## config.mk

```make
export PLATFORM = sky130hd
export DESIGN_NAME = mem_byte_initiator
export DESIGN_NICKNAME = d
export VERILOG_FILES = /design/src/rtl/mem_byte_initiator.sv
export SDC_FILE = /design/constraint.sdc
export NUM_CORES = 1
export LEC_CHECK = 0
export ABC_AREA = 0
export CORE_AREA = 5 5 105 107
export CTS_CLUSTER_DIAMETER = 80
export CTS_CLUSTER_SIZE = 30
export DETAILED_ROUTE_END_ITERATION = 8
export DIE_AREA = 0 0 110 112
export GPL_TIMING_DRIVEN = 0
export PLACE_DENSITY = 0.87
export SLEW_MARGIN = 15
export SYNTH_ARGS = -nofsm -noshare
export SYNTH_HDL_FRONTEND = slang
export SYNTH_SLANG_ARGS = --single-unit
```

## constraint.sdc

```tcl
create_clock -name clk -period 4.3 [get_ports clk]
set_clock_uncertainty 0.1 [all_clocks]
set_input_delay 0.86 -clock clk [delete_from_list [all_inputs] [get_ports clk]]
set_output_delay 0.86 -clock clk [all_outputs]
set_load 0.01 [all_outputs]
```

## src/rtl/mem_byte_initiator.sv

```systemverilog
// Byte-serial load/store initiator: one RAM byte per cycle, little-endian,
// with sign/zero extension of load data and a single-cycle response pulse.
module mem_byte_initiator #(
    parameter int WIDTH     = 32,
    parameter int ADDR_BITS = 17
) (
    input  logic                 clk,
    input  logic                 rst_n,
    input  logic                 req_valid,
    output logic                 req_ready,
    input  logic                 req_we,
    input  logic [2:0]           req_mode,
    input  logic [WIDTH-1:0]     req_addr,
    input  logic [WIDTH-1:0]     req_wdata,
    output logic                 resp_valid,
    output logic [WIDTH-1:0]     resp_rdata,
    output logic                 resp_err,
    output logic                 busy,
    output logic [ADDR_BITS-1:0] mem_addr,
    output logic                 mem_we,
    output logic [7:0]           mem_wdata,
    input  logic [7:0]           mem_rdata
);

    typedef enum logic [1:0] {IDLE, ACCESS, RESP} state_t;

    state_t               r_state;
    state_t               w_next;
    logic                 r_we;
    logic [2:0]           r_mode;
    logic [ADDR_BITS-1:0] r_addr;
    logic [WIDTH-1:0]     r_wdata;
    logic [1:0]           r_idx;
    logic [WIDTH-1:0]     r_asm;
    logic                 r_err;
    logic                 w_unused_addr;

    assign w_unused_addr = ^req_addr[WIDTH-1:ADDR_BITS];

    // Index of the final byte: stores in modes 100/101 share the 010/011 counts.
    function automatic logic [1:0] last_idx(input logic [2:0] mode);
        case (mode)
            3'b001:         return 2'd3;
            3'b010, 3'b100: return 2'd1;
            default:        return 2'd0;
        endcase
    endfunction

    function automatic logic mode_legal(input logic [2:0] mode);
        return (mode != 3'b000) && (mode < 3'b110);
    endfunction

    always_ff @(posedge clk) begin
        if (!rst_n) r_state <= IDLE;
        else        r_state <= w_next;
    end

    always_comb begin
        w_next = r_state;
        case (r_state)
            IDLE:    if (req_valid) w_next = mode_legal(req_mode) ? ACCESS : RESP;
            ACCESS:  if (r_idx == last_idx(r_mode)) w_next = RESP;
            RESP:    w_next = IDLE;
            default: w_next = IDLE;
        endcase
    end

    always_ff @(posedge clk) begin
        if (!rst_n) begin
            r_we    <= 1'b0;
            r_mode  <= '0;
            r_addr  <= '0;
            r_wdata <= '0;
            r_idx   <= '0;
            r_asm   <= '0;
            r_err   <= 1'b0;
        end else begin
            case (r_state)
                IDLE: begin
                    r_idx <= '0;
                    r_asm <= '0;
                    if (req_valid) begin
                        r_we    <= req_we;
                        r_mode  <= req_mode;
                        r_addr  <= req_addr[ADDR_BITS-1:0];
                        r_wdata <= req_wdata;
                        r_err   <= !mode_legal(req_mode);
                    end
                end
                ACCESS: begin
                    if (!r_we) r_asm[{r_idx, 3'b000} +: 8] <= mem_rdata;
                    r_idx <= r_idx + 2'd1;
                end
                default: ;
            endcase
        end
    end

    // mem_we is gated by rst_n so a reset edge mid-store writes nothing.
    always_comb begin
        req_ready  = 1'b0;
        busy       = (r_state != IDLE);
        mem_addr   = '0;
        mem_we     = 1'b0;
        mem_wdata  = '0;
        resp_valid = 1'b0;
        resp_err   = 1'b0;
        resp_rdata = '0;
        case (r_state)
            IDLE: req_ready = rst_n;
            ACCESS: begin
                mem_addr = r_addr + ADDR_BITS'(r_idx);
                mem_we   = rst_n && r_we;
                if (r_we) mem_wdata = r_wdata[{r_idx, 3'b000} +: 8];
            end
            RESP: begin
                resp_valid = 1'b1;
                resp_err   = r_err;
                if (!r_we && !r_err) begin
                    case (r_mode)
                        3'b010:  resp_rdata = {{(WIDTH-16){r_asm[15]}}, r_asm[15:0]};
                        3'b011:  resp_rdata = {{(WIDTH-8){r_asm[7]}}, r_asm[7:0]};
                        default: resp_rdata = r_asm;
                    endcase
                end
            end
            default: ;
        endcase
    end

endmodule

```

# Word level (Yosys, flattened, before mapping)
# Cells that the tools add are included.
# classes
n_eq_ne	10
n_mux	20
addsub	3
shift	3
magnitude_cmp	1
reduce_logical	14
# op_table
operator	n
32-bit one-hot mux with 2 select lines	2
32-bit 2-to-1 mux	3
32-bit bitwise mux	1
8-bit by 7-bit variable shift with 32-bit output, first input constant	1
32-bit by 6-bit indexed part select with 8-bit output	1
8-bit by 7-bit indexed part select with 32-bit output	1
17-bit by 2-bit adder with 17-bit output	1
17-bit 2-to-1 mux	1
8-bit 2-to-1 mux	2
2-bit one-hot mux with 2 select lines	3
2-bit 2-to-1 mux	4
5-bit negator with 7-bit output	1
3-bit by 2-bit equality test with 1-bit output, second input constant	2
2-bit inequality test, second input constant	3
2-bit AND reduction	3
1-bit 2-to-1 mux	4
2-bit nonzero test	2
3-bit by 1-bit equality test with 1-bit output, second input constant	1
3-bit equality test, second input constant	1
1-bit logical AND	3
1-bit zero test	3
3-bit less-than comparator, second input constant	1
3-bit nonzero test	1
2-bit by 1-bit adder with 2-bit output, second input constant	1
other kinds (5)	5
# totals
wordCells	59
out_inout_bits	62
register_bits	90

# Longest topological paths before layout
# logic_depth
word_depth	7
mapped_depth	9
ltp_nobuf	6

# Worst setup path before layout
# OpenSTA, ideal clock, no wires.
# synth_timing
path_type	input -> output
startpoint	in rst_n
endpoint	out req_ready
arrival_time_ps	1615
slack_ps	1725
path_buffers	2
cell_stages	4
cell_sequence	inv_2 -> clkbuf_1 -> clkbuf_1 -> nor2_1
# synth_between
elab_chain_len	1
# synth_lines
item	line	rtl
start, declared	8	input logic rst_n,
1-bit 2-to-1 mux	109	case (r_state)
end, declared	10	output logic req_ready,
# Every way passes these cells.

# Worst setup path in the final report
# Ends and elaborated chain as after synthesis.

==> flow_summary.json <==
{
  "outcome": "complete, no violations",
  "rsz0062_at_grt": "no",
  "drtIter0Drc": 277,
  "r2r_end": "r_asm[27]$_SDFFE_PN0P_",
  "cts_setup_buffers": 0,
  "ctsRootBufferMaster": "clkbuf_8",
  "cellLeakagePower_uw": 0.002138,
  "grt_max_degree": 16,
  "gr-total-overflow": 0,
  "final_area_um2": 6005,
  "ys_seq_area_share_pct": 41.03,
  "initial_utilization_pct": 43.72,
  "hold_violations": 0,
  "syn_avg_cell_area_um2": 7.927,
  "start_kind": "input pin",
  "syn2layout_area_growth_pct": 36.72,
  "most-common-layout-cells": "140 x nand2_1, 125 x clkdlybuf4s50_1, 90 x dfxtp_1, 83 x a21oi_1, 34 x nor2_1",
  "r2r.worst_path.cells": 8,
  "fin_util_pct": 59.77,
  "row_count": 37,
  "slew_viol_final": 0,
  "antenna_found_initial": 0,
  "core_um2": 10050,
  "dp_hpwl_mm": 10.04,
  "period_needed_ns": 4.015,
  "hold_depth": 2,
  "grt_pass1_wl_mm": 21.07,
  "crit_family": "buffers and inverters",
  "r2r_start": "r_idx[0]$_SDFFE_PN0P_",
  "place_area_um2": 5813,
  "path_cells": "clkdlybuf4s50_1, inv_2, clkbuf_1, clkbuf_1, nor2_1, clkdlybuf4s50_1",
  "arrival_ns": 3.06,
  "synthesis.area_um2": 4392,
  "synth_seq_cells": 90,
  "end_kind": "primary output",
  "maxCapViolCount": 0,
  "worstHoldStart": "r_wdata[23]$_SDFFE_PN0P_",
  "cpMaxStageDelayCell": "clkdlybuf4s50_1",
  "grt_pass1_vias": 4494,
  "cts.sinks": 90,
  "cpPeakStageDelay_ns": 0.54,
  "drcViolationCount": 0,
  "yosysUniqueCellTypes": 45,
  "cts_max_path_buffers": 2,
  "ir_worst_vdd_mv": 0.2250,
  "clock_latency_ns": 0.34,
  "io_buffers": 125,
  "netlist_instances": 554,
  "numCtsBuffers": 9,
  "fmax_ghz": 0.2491,
  "crit_path_max_fanout": 10,
  "layout-drive-gt1-share_pct": 5.908,
  "slew_headroom_pct": 54.74,
  "worst_pin_slew_ns": 0.6737,
  "die_area_um2": 12320,
  "wl_per_cell_um": 15.87,
  "crit_buf_inv": 5,
  "required_ns": 3.34,
  "io_pins": 141,
  "dr.pass1.iters": 4,
  "whs_endpoint": "r_wdata[23]$_SDFFE_PN0P_",
  "cts_hold_buf": 0,
  "final-setup-viol-count": 0,
  "layout_commonest_cell": "nand2_1",
  "gp_congestion": 0.8690,
  "fin_cells": 830,
  "finalCritPeriodShare_pct": 93.37,
  "route.vias.total": 4475,
  "die_w_um": 110,
  "drt_wl_total_mm": 13.17,
  "die_h_um": 112,
  "ys_warn_count": 0,
  "crit_type": "in -> out",
  "syn-num-nets": 641,
  "r2r_setup_slack_ns": 1.36,
  "cts_tree": "built",
  "htree_levels": 3,
  "final_nets": 777,
  "cellPowerDensity_nw_per_um2": 301.8,
  "ant_nets": 0,
  "final.setup.tns_ns": 0,
  "via_per_inst": 5.392,
  "track_usage_pct": 21.25,
  "post_cts_resized": 0,
  "hold_class": "reg -> reg",
  "fillers": 892,
  "clk_pin_slew_ns": 0.08,
  "antennaDiodeCount": 0,
  "place_inst": 815
}
sequential cells by signal (all words and copies together), names as in the netlist:
signal and flops:
r_addr 17, r_asm 32, r_err 1, r_idx 2
r_mode 3, r_state 2, r_wdata 32, r_we 1
per-layer routing:
layer  vias to the layer above  routed length, µm  track usage (%)
li1                       2174                  -                -
met1                      2108               5466            26.18
met2                       168               6658            37.18
met3                        25                822            3.362
met4                         0                221            7.066
met5                         -                  0                0
cell families (layout without fill, tap and decap cells):
kind of cell / after synthesis / in the layout / share of synthesized area [%]
and+or+nand+nor: 257 / 257 / 26.81
AOI/OAI and AO/OA: 133 / 133 / 18.63
DFF: 90 / 90 / 41.03
buffers and inverters: 44 / 184 / 4.131
xor gates and xnor gates: 12 / 12 / 2.393
adders and majority gates: 9 / 9 / 2.678
muxes: 9 / 9 / 4.330
synthesized netlist by cell type, drive strengths merged:
cell	number	area share [%]
xor2	5	1.0
o21ai	2	0.23
buf	11	1.3
a311oi	1	0.20
nor4	2	0.28
mux4	8	4.1
a21oi	84	9.8
nand3b	2	0.34
fa	1	0.46
and3	10	1.4
nor4bb	2	0.46
or3	1	0.14
and4	2	0.40
nor2b	2	0.28
a22oi	17	2.9
or3b	1	0.26
nand2b	7	1.0
a22o	1	0.20
o21a	17	2.9
ha	7	2.0
mux2i	1	0.23
a21o	7	1.2
nand3	24	2.7
xnor2	7	1.4
o211ai	1	0.17
nand4	6	0.85
clkbuf	24	2.1
a2111oi	1	0.63
nor2	35	3.0
nand2	140	12
maj3	1	0.23
and2	11	1.6
dfxtp	90	41
or4	2	0.34
inv	9	0.77
o31ai	1	0.17
o31a	1	0.20
or2	2	0.28
nor3	8	1.4
power by group:
| group | switching [µW] | total, µW | leakage (µW) | internal [µW] |
|---|---|---|---|---|
| logic | 182 | 327 | 0.00131 | 145 |
| clock network | 306 | 573 | 0.0000917 | 268 |
| registers | 35.4 | 911 | 0.000734 | 876 |
| total | 523 | 1810 | 0.00214 | 1290 |
layout make-up:
cell class              count  area [µm²]  area share, %
clock buffers               9       123.9          2.063
clock inverters             6       67.56          1.125
repair buffers            125        1251          20.84
plain buffers              35       147.6          2.459
flip-flops and latches     90        1802          30.01
well taps                 136       170.2          2.834
multi-input cells         420        2409          40.11
inverters                   9       33.78         0.5626
metrics by stage:
stage               power, µW  setup WS (ns)  hold WS (ns)
finish                   1812         0.2850        0.3571
global route             1887         0.1717        0.3757
CTS                      1815         0.3030        0.3566
detailed placement       1256         0.3142        0.3446
global placement         1242         0.3697        0.3400
floorplan                1105          1.725        0.3321
worst max-delay path by stage:
stage           from         to  slack (ns)  cells after the start
2_1_floorplan  rst_n  req_ready        1.72                      4
3_3_place_gp   rst_n  req_ready        0.37                      6
3_5_place_dp   rst_n  req_ready        0.31                      6
4_1_cts        rst_n  req_ready        0.30                      6
5_1_grt        rst_n  req_ready        0.17                      6
6_report       rst_n  req_ready        0.28                      6
worst register-to-register path, cell delays in order (launching register included):
cell and delay (ns):
dfxtp_1 0.42, buf_2 0.29, buf_2 0.36, inv_1 0.22, ha_1 0.27, or3b_4 0.43, a2111oi_4 0.52, a22oi_1 0.14
nor2_1 0.13
(Power assumes the default switching activity.)
